### src/rtl/frame_sdram_writer.sv
// Packs a camera byte stream into RGB565 words, buffers them in a small FIFO and
// writes one frame to SDRAM at consecutive word addresses over Avalon-MM.
module frame_sdram_writer #(
    parameter int ADDR_W      = 22,
    parameter int FRAME_WORDS = 307200,
    parameter int BASE_ADDR   = 0,
    parameter int FIFO_DEPTH  = 8
) (
    input  logic              clock_hf,
    input  logic              reset,
    input  logic              frame_start,
    input  logic              pix_valid,
    input  logic [7:0]        pix_data,
    output logic              busy,
    output logic              done,
    output logic              overflow,
    output logic [ADDR_W-1:0] sdram_address,
    output logic [1:0]        sdram_byteenable_n,
    output logic              sdram_chipselect,
    output logic [15:0]       sdram_writedata,
    output logic              sdram_write_n,
    output logic              sdram_read_n,
    input  logic              sdram_waitrequest
);
    localparam int PTR_W = (FIFO_DEPTH > 1) ? $clog2(FIFO_DEPTH) : 1;
    localparam logic [ADDR_W:0]   FRAME_CNT = (ADDR_W+1)'(FRAME_WORDS);
    localparam logic [ADDR_W-1:0] BASE      = ADDR_W'(BASE_ADDR);
    localparam logic [PTR_W:0]    FULL_CNT  = (PTR_W+1)'(FIFO_DEPTH);

    typedef enum logic [1:0] {
        ST_IDLE    = 2'd0,
        ST_CAPTURE = 2'd1,
        ST_FLUSH   = 2'd2,
        ST_DONE    = 2'd3
    } state_t;

    state_t            state_r, state_s;
    logic [ADDR_W:0]   words_pushed_r, words_written_r, written_next_s;
    logic              phase_lo_r;
    logic [7:0]        hi_byte_r;
    logic [15:0]       mem_r [FIFO_DEPTH];
    logic [PTR_W-1:0]  wr_ptr_r, rd_ptr_r, rd_next_s;
    logic [PTR_W:0]    count_r, remain_s;
    logic              start_s, byte_ok_s, push_s, pop_s, accept_s, drop_s, req_next_s;
    logic              busy_r, done_r, overflow_r, cs_r;
    logic [ADDR_W-1:0] addr_r;
    logic [15:0]       wdata_r;

    assign busy               = busy_r;
    assign done               = done_r;
    assign overflow           = overflow_r;
    assign sdram_chipselect   = cs_r;
    assign sdram_write_n      = ~cs_r;
    assign sdram_address      = addr_r;
    assign sdram_writedata    = wdata_r;
    assign sdram_byteenable_n = 2'b00;
    assign sdram_read_n       = 1'b1;

    // Frame state transitions.
    always_comb begin
        state_s = state_r;
        case (state_r)
            ST_IDLE:    if (frame_start) state_s = ST_CAPTURE; else state_s = ST_IDLE;
            ST_CAPTURE: if (words_pushed_r == FRAME_CNT) state_s = ST_FLUSH; else state_s = ST_CAPTURE;
            ST_FLUSH:   if (words_written_r == FRAME_CNT) state_s = ST_DONE; else state_s = ST_FLUSH;
            ST_DONE:    if (frame_start) state_s = ST_CAPTURE; else state_s = ST_DONE;
            default:    state_s = ST_IDLE;
        endcase
    end

    // Packing, FIFO bookkeeping and the next Avalon request.
    always_comb begin
        start_s   = (state_s == ST_CAPTURE) && ((state_r == ST_IDLE) || (state_r == ST_DONE));
        byte_ok_s = (state_r == ST_CAPTURE) && (words_pushed_r < FRAME_CNT) && pix_valid;
        push_s    = byte_ok_s && phase_lo_r;
        pop_s     = cs_r && !sdram_waitrequest;
        accept_s  = push_s && ((count_r != FULL_CNT) || pop_s);
        drop_s    = push_s && !accept_s;
        written_next_s = words_written_r + (ADDR_W+1)'(pop_s);
        // Words pushed this very edge are not yet visible, so they start a request one cycle later.
        remain_s   = count_r - (PTR_W+1)'(pop_s);
        rd_next_s  = rd_ptr_r + PTR_W'(pop_s);
        req_next_s = (remain_s != '0) && ((state_r == ST_CAPTURE) || (state_r == ST_FLUSH));
    end

    // State register.
    always_ff @(posedge clock_hf or negedge reset) begin
        if (!reset) state_r <= ST_IDLE;
        else        state_r <= state_s;
    end

    // Byte pairing, word FIFO, counters and status flags.
    always_ff @(posedge clock_hf or negedge reset) begin
        if (!reset) begin
            words_pushed_r  <= '0;
            words_written_r <= '0;
            phase_lo_r      <= 1'b0;
            hi_byte_r       <= 8'h00;
            wr_ptr_r        <= '0;
            rd_ptr_r        <= '0;
            count_r         <= '0;
            busy_r          <= 1'b0;
            done_r          <= 1'b0;
            overflow_r      <= 1'b0;
            for (int i = 0; i < FIFO_DEPTH; i++) mem_r[i] <= 16'h0000;
        end else if (start_s) begin
            words_pushed_r  <= '0;
            words_written_r <= '0;
            phase_lo_r      <= 1'b0;
            wr_ptr_r        <= '0;
            rd_ptr_r        <= '0;
            count_r         <= '0;
            busy_r          <= 1'b1;
            done_r          <= 1'b0;
            overflow_r      <= 1'b0;
        end else begin
            if (byte_ok_s) begin
                phase_lo_r <= ~phase_lo_r;
                if (!phase_lo_r) hi_byte_r <= pix_data;
            end
            if (push_s) words_pushed_r <= words_pushed_r + (ADDR_W+1)'(1);
            if (accept_s) begin
                mem_r[wr_ptr_r] <= {hi_byte_r, pix_data};
                wr_ptr_r        <= wr_ptr_r + PTR_W'(1);
            end
            if (drop_s) overflow_r <= 1'b1;
            words_written_r <= written_next_s;
            rd_ptr_r        <= rd_next_s;
            count_r         <= count_r + (PTR_W+1)'(accept_s) - (PTR_W+1)'(pop_s);
            if ((state_r == ST_FLUSH) && (state_s == ST_DONE)) begin
                busy_r <= 1'b0;
                done_r <= 1'b1;
            end
        end
    end

    // Registered Avalon request; a stalled request keeps its head word and address.
    always_ff @(posedge clock_hf or negedge reset) begin
        if (!reset) begin
            cs_r    <= 1'b0;
            addr_r  <= BASE;
            wdata_r <= 16'h0000;
        end else begin
            cs_r   <= req_next_s && !start_s;
            addr_r <= start_s ? BASE : (BASE + written_next_s[ADDR_W-1:0]);
            if (req_next_s && !start_s) wdata_r <= mem_r[rd_next_s];
        end
    end
endmodule

### config.mk
export PLATFORM = sky130hd
export DESIGN_NAME = frame_sdram_writer
export DESIGN_NICKNAME = d
export VERILOG_FILES = /design/src/rtl/frame_sdram_writer.sv
export SDC_FILE = /design/constraint.sdc
export NUM_CORES = 1
export LEC_CHECK = 0
export BUFFER_PORTS_ARGS = -buffer_cell sky130_fd_sc_hd__clkbuf_2
export CORE_MARGIN = 2
export CORE_UTILIZATION = 30
export CTS_CLUSTER_DIAMETER = 50
export DETAILED_ROUTE_END_ITERATION = 10
export RECOVER_POWER = 50
export SLEW_MARGIN = 20
export SYNTH_ARGS = -nofsm -noshare
export SYNTH_HDL_FRONTEND = slang
export SYNTH_SLANG_ARGS = --single-unit
### constraint.sdc
create_clock -name clock_hf -period 3.8 [get_ports clock_hf]
set_input_delay 0.76 -clock clock_hf [delete_from_list [all_inputs] [get_ports clock_hf]]
set_output_delay 0.76 -clock clock_hf [all_outputs]
set_load 0.005 [all_outputs]
; ---- Word level (Yosys, flattened, before mapping)
; Index checks and enable logic that the tools add are counted.
[totals]
regBits = 237
input_bits = 13
word_cells = 99
out_inout_bits = 46
[classes]
add_sub_neg = 7
magnitude_cmp = 4
n_bitwise = 5
n_eq_ne = 8
reduce_logical = 26
mux = 27
[op_table]
columns = operator, n
row1 = $bwmux W128, 1
row2 = $mux W23, 3
row3 = $bmux W16 S3, 1
row4 = $demux W16 S3, 1
row5 = $mux W16, 3
row6 = $eq A23 B19 Y1 const B, 2
row7 = $add A23 B1 Y23, 1
row8 = $add A23 B1 Y23 const B, 1
row9 = $lt A23 B19 Y1 const B, 1
row10 = $mux W22, 1
row11 = $logic_and A1 B1 Y1, 11
row12 = $mux W1, 10
row13 = $reduce_bool A2 Y1, 5
row14 = $mux W3, 3
row15 = $ge A4 B4 Y1 const B, 2
row16 = $not A3 Y4, 2
row17 = $pmux W2 S4, 1
row18 = $sub A4 B1 Y4, 2
row19 = $eq A2 B2 Y1 const B, 3
row20 = $add A4 B1 Y4, 1
row21 = $eq A2 B1 Y1 const B, 2
row22 = $lt A4 B1 Y1 const B, 1
row23 = $mux W2, 2
row24 = $mux W4, 1
row25 = 10 further kinds, 16

; ---- Longest topological paths before layout
[logic_depth]
ltp_word = 9
depth_mapped = 14
ltp_nobuf = 14

; ---- Worst setup path before layout
; No wires, ideal clock.
[synth_path]
kind = register to register
start = register words_pushed_r[19]
end = register mem_r[10] in the netlist's numbering
n_path_buf = 2
t_arrival_ns = 2.805
path_stages_with_launch = 9
period_less_slack_ns = 2.930
setup_ns = 0.125
required_time_ns = 3.675
slack_ns = 0.870
cell_sequence = dfrtp_1 > or4_1 > a2111o_1 > nor3_4 > inv_4 > or4_1 > buf_4 > buf_6 > mux2_4
[synth_between]
elab_chain_len = 7
elab_cells_between_ends = 12
cone_classes = 1 x order compare / 2 x eq/ne / 2 x mux / 1 x bitwise / 6 x reduce/logical
[synth_rtl]
columns = item, line
row1 = "start, declared", 38  ; logic [ADDR_W:0] words_pushed_r, words_written_r, written_next_s;
row2 = "start signal, assigned", 121  ; if (push_s) words_pushed_r <= words_pushed_r + (ADDR_W+1)'(1);
row3 = branches (longest 6 deep; another with $lt A23 B19 Y1), --
row4 = $reduce_and A2 Y1 (no source line) *, --
row5 = "end signal, assigned by index", 123  ; mem_r[wr_ptr_r] <= {hi_byte_r, pix_data};
row6 = "end, declared", 41  ; logic [15:0] mem_r [FIFO_DEPTH];
; Mark *: on every way between the ends.
; A chain may end at the register's enable or synchronous reset.

; ---- Worst setup path after layout
[layout_path]
start = register words_pushed_r[19]
end = register count_r[2]
[layout_between]
elab_chain_len = 8
elab_cells_between_ends = 13
cone_classes = 2 x add/sub / 1 x order compare / 2 x eq/ne / 3 x mux / 5 x reduce/logical
[layout_rtl]
columns = item, line
row1 = $lt A23 B19 Y1, 74  ; byte_ok_s = (state_r == ST_CAPTURE) && (words_pushed_r < FRAME_CNT) && pix_valid;
row2 = $logic_and A1 B1 Y1 (2 in series), 74
row3 = $logic_and A1 B1 Y1, 75  ; push_s = byte_ok_s && phase_lo_r;
row4 = $logic_and A1 B1 Y1, 77  ; accept_s = push_s && ((count_r != FULL_CNT) || pop_s);
row5 = $add A4 B1 Y4, 129  ; count_r <= count_r + (PTR_W+1)'(accept_s) - (PTR_W+1)'(pop_s);
row6 = $sub A4 B1 Y4, 129
row7 = $mux W4 *, 106  ; end else if (start_s) begin
row8 = "end signal, assigned", 129
row9 = "end, declared", 43  ; logic [PTR_W:0] count_r, remain_s;
; Every way passes the cells marked *; elsewhere a longest branch is shown, timed or not.

==> results.json <==
{
  "netlist_area_mm2": 0.01020,
  "die_w_um": 188.4,
  "endpoint_kind": "flop",
  "syn_inst": 771,
  "nets": 851,
  "synthFlopType": "dfrtp_1",
  "via_per_inst": 4.714,
  "overflow": 0,
  "grt_first_pass_wirelength_mm": 35.18,
  "dieArea_mm2": 0.03549,
  "vias": 6072,
  "io_buffers": 55,
  "worstSetupStartpointType": "flop",
  "yosysTopAreaCell": "dfrtp_1",
  "drive_above_1_share_pct": 34.29,
  "core_mm2": 0.03353,
  "synth.distinct_cells": 51,
  "drv_cap": 1,
  "finalClockSkew_ps": 35.63,
  "clock.fmax_mhz": 323.1,
  "drtIter0Drc": 269,
  "worst_ep_required_time_ps": 4170,
  "setup_viol": 0,
  "first_pass_iters": 6,
  "syn2layout_area_growth_pct": 15.19,
  "max_slew_margin_pct": -51.32,
  "grt_max_degree": 90,
  "post_dp_cell_area_mm2": 0.01089,
  "final_cell_area_mm2": 0.01175,
  "cts_resized": 0,
  "drv_slew": 89,
  "holdWs_ps": 480.4,
  "crit_arrival_ps": 3470,
  "syn_avg_cell_area_um2": 13.23,
  "worstMarginPinSlew_ps": 2270,
  "numCtsBuffers": 27,
  "violations": "max-capacitance violations, max-slew violations",
  "start_util_pct": 30.42,
  "drc_errors": 0,
  "tritoncts": "built",
  "fill_cells": 3298,
  "netlist.area_leader.share_pct": 52.75,
  "yosysSeqAreaShare_pct": 52.75,
  "vdd_ir_drop_max_uv": 434.1,
  "yosys_warnings": 0,
  "holdBufCountCts": 0,
  "synthTopCellsByArea": "dfrtp_1 (53%), mux2_2 (11%), mux4_2 (7.1%), mux2_4 (4.4%), ha_1 (2.2%)",
  "root_buffer": "clkbuf_16",
  "hpwl_mm": 13.24,
  "routed_wl_mm": 21.44,
  "synth-seq-cells": 215,
  "clock_path_buffers": 3,
  "hold_class": "reg2reg",
  "worstPathMaxFanout": 9,
  "clk_latency_ps": 540,
  "wl_per_cell_um": 16.64,
  "synth_async_sr_flop_share_pct": 100.0,
  "status": "finished, violations left",
  "post_cts_buffers": 0,
  "period_share_pct": 81.46,
  "die_height_um": 188.4,
  "setup_tns_ps": 0,
  "grt_pass1_vias": 6203,
  "min_period_ps": 3095,
  "ant_nets": 0,
  "htreeDepth": 1,
  "crit_type": "reg2reg",
  "clk_pin_slew_worst_paths_ps": 50,
  "antenna_cells": 0,
  "rows": 67,
  "final-hold-violation-count": 0,
  "rsz0062_at_grt": "false",
  "numClockSinks": 215,
  "gr-usage-all-layers_pct": 12.27,
  "power.density_mw_per_mm2": 667.5,
  "ios": 59,
  "synth-edff-count": 0,
  "gp_congestion": 0.7475,
  "yosysMostFrequentCell": "dfrtp_1",
  "leakage_nw": 5.434,
  "synth_common_cells": "dfrtp_1 (215), mux2_2 (103), nor2_1 (58)",
  "antenna_found_initial": 0
}
==> state kept, by name, summed over array words and instances, names as in the netlist <==
register	flops
busy	1
overflow	1
wr_ptr_r	3
hi_byte_r	8
words_pushed_r	23
phase_lo_r	1
count_r	4
sdram_chipselect	1
sdram_address	21
state_r	2
sdram_writedata	16
rd_ptr_r	3
words_written_r	2
done	1
mem_r	128
==> where the power goes <==
group | switching [mW] | leakage [nW] | internal, mW
clock | 1.01 | 0.441 | 1.52
combinational | 1.13 | 2.09 | 1.10
sequential | 0.354 | 2.91 | 2.73
==> layer usage <==
layer  track usage (%)  vias to the layer above  share of wire [%]
met5                 0                        -                  0
met4             2.764                        0                1.9
met3             1.993                       29                3.9
met2             19.30                      101                 46
met1             17.80                     3125                 48
li1                  -                     2817                  -
==> cell usage in the layout (no fill, tap or decap), types with 8 or more instances in the layout <==
master | synthesis | routed
clkbuf_16 | 0 | 27
mux2i_1 | 16 | 16
dfrtp_1 | 215 | 215
nand4_1 | 11 | 11
nor2b_1 | 14 | 14
nand3_1 | 19 | 19
buf_4 | 28 | 17
clkinv_2 | 0 | 9
mux4_2 | 32 | 32
clkbuf_2 | 0 | 47
o21ai_0 | 22 | 22
nor3_1 | 8 | 8
nand2_1 | 38 | 38
inv_1 | 22 | 22
a21oi_1 | 8 | 8
mux2_2 | 103 | 103
xor2_1 | 20 | 19
clkbuf_1 | 19 | 15
ha_1 | 18 | 17
xnor2_1 | 20 | 20
nor2_1 | 58 | 58
mux2_4 | 30 | 30
==> path summary, 6_finish.rpt <==
| kind | start | end | slack (ps) | cells after the start |
|---|---|---|---|---|
| min reg2reg | busy$_DFFE_PN0P_ | busy$_DFFE_PN0P_ | 480 | 1 |
| max | words_pushed_r[19]$_DFFE_PN0P_ | count_r[2]$_DFF_PN0_ | 700 | 10 |
| max reg2reg | words_pushed_r[19]$_DFFE_PN0P_ | count_r[2]$_DFF_PN0_ | 700 | 10 |
| max in group asynchronous | reset | mem_r[68]$_DFFE_PN0P_ | 910 | 2 |
| min in group asynchronous | reset | mem_r[22]$_DFFE_PN0P_ | 850 | 1 |
| min | busy$_DFFE_PN0P_ | busy$_DFFE_PN0P_ | 480 | 1 |
==> cells by family (layout without fill, tap and decap cells) <==
group	Yosys count	count (layout)	share of synthesized area [%]
fa+ha+maj	19	19	2.404
other cells	2	3	0.07363
xor+xnor	40	40	3.435
compound gates	42	42	2.454
mux	184	184	24.75
simple gates	187	187	9.777
buf+inv	82	150	4.355
flops	215	215	52.75
==> critical path: stages, from the launching register on <==
cell,delay (ps)
dfrtp_1,380
or4_1,550
a2111o_1,430
nor3_4,330
inv_4,140
ha_1,300
inv_1,40
ha_1,200
fa_1,380
xor2_1,160
nor2_1,50
==> final cells by class <==
cell class	instances	area (um2)	share of cell area, %
inverters	23	88.84	0.7561
clock inverters	15	140.1	1.193
flip-flops and latches	215	5380	45.79
multi-input cells	475	4389	37.36
well taps	448	560.5	4.771
repair buffers	77	444.2	3.781
clock buffers	35	745.7	6.347
==> metrics by stage <==
| step | utilization (%) | power (mW) | instances | setup slack (ps) |
|---|---|---|---|---|
| 2_1_floorplan | - | 4.685 | 772 | 869.5 |
| 3_3_place_gp | 32.49 | 5.381 | 1238 | 633.1 |
| 3_5_place_dp | 32.49 | 5.426 | 1238 | 568.7 |
| 4_1_cts | 35.13 | 7.996 | 1288 | 681.8 |
| 5_1_grt | 35.04 | 8.329 | 1288 | 269.4 |
| 6_report | 35.04 | 7.843 | 1288 | 704.6 |
Note: power is estimated with default switching activity, not from simulation.
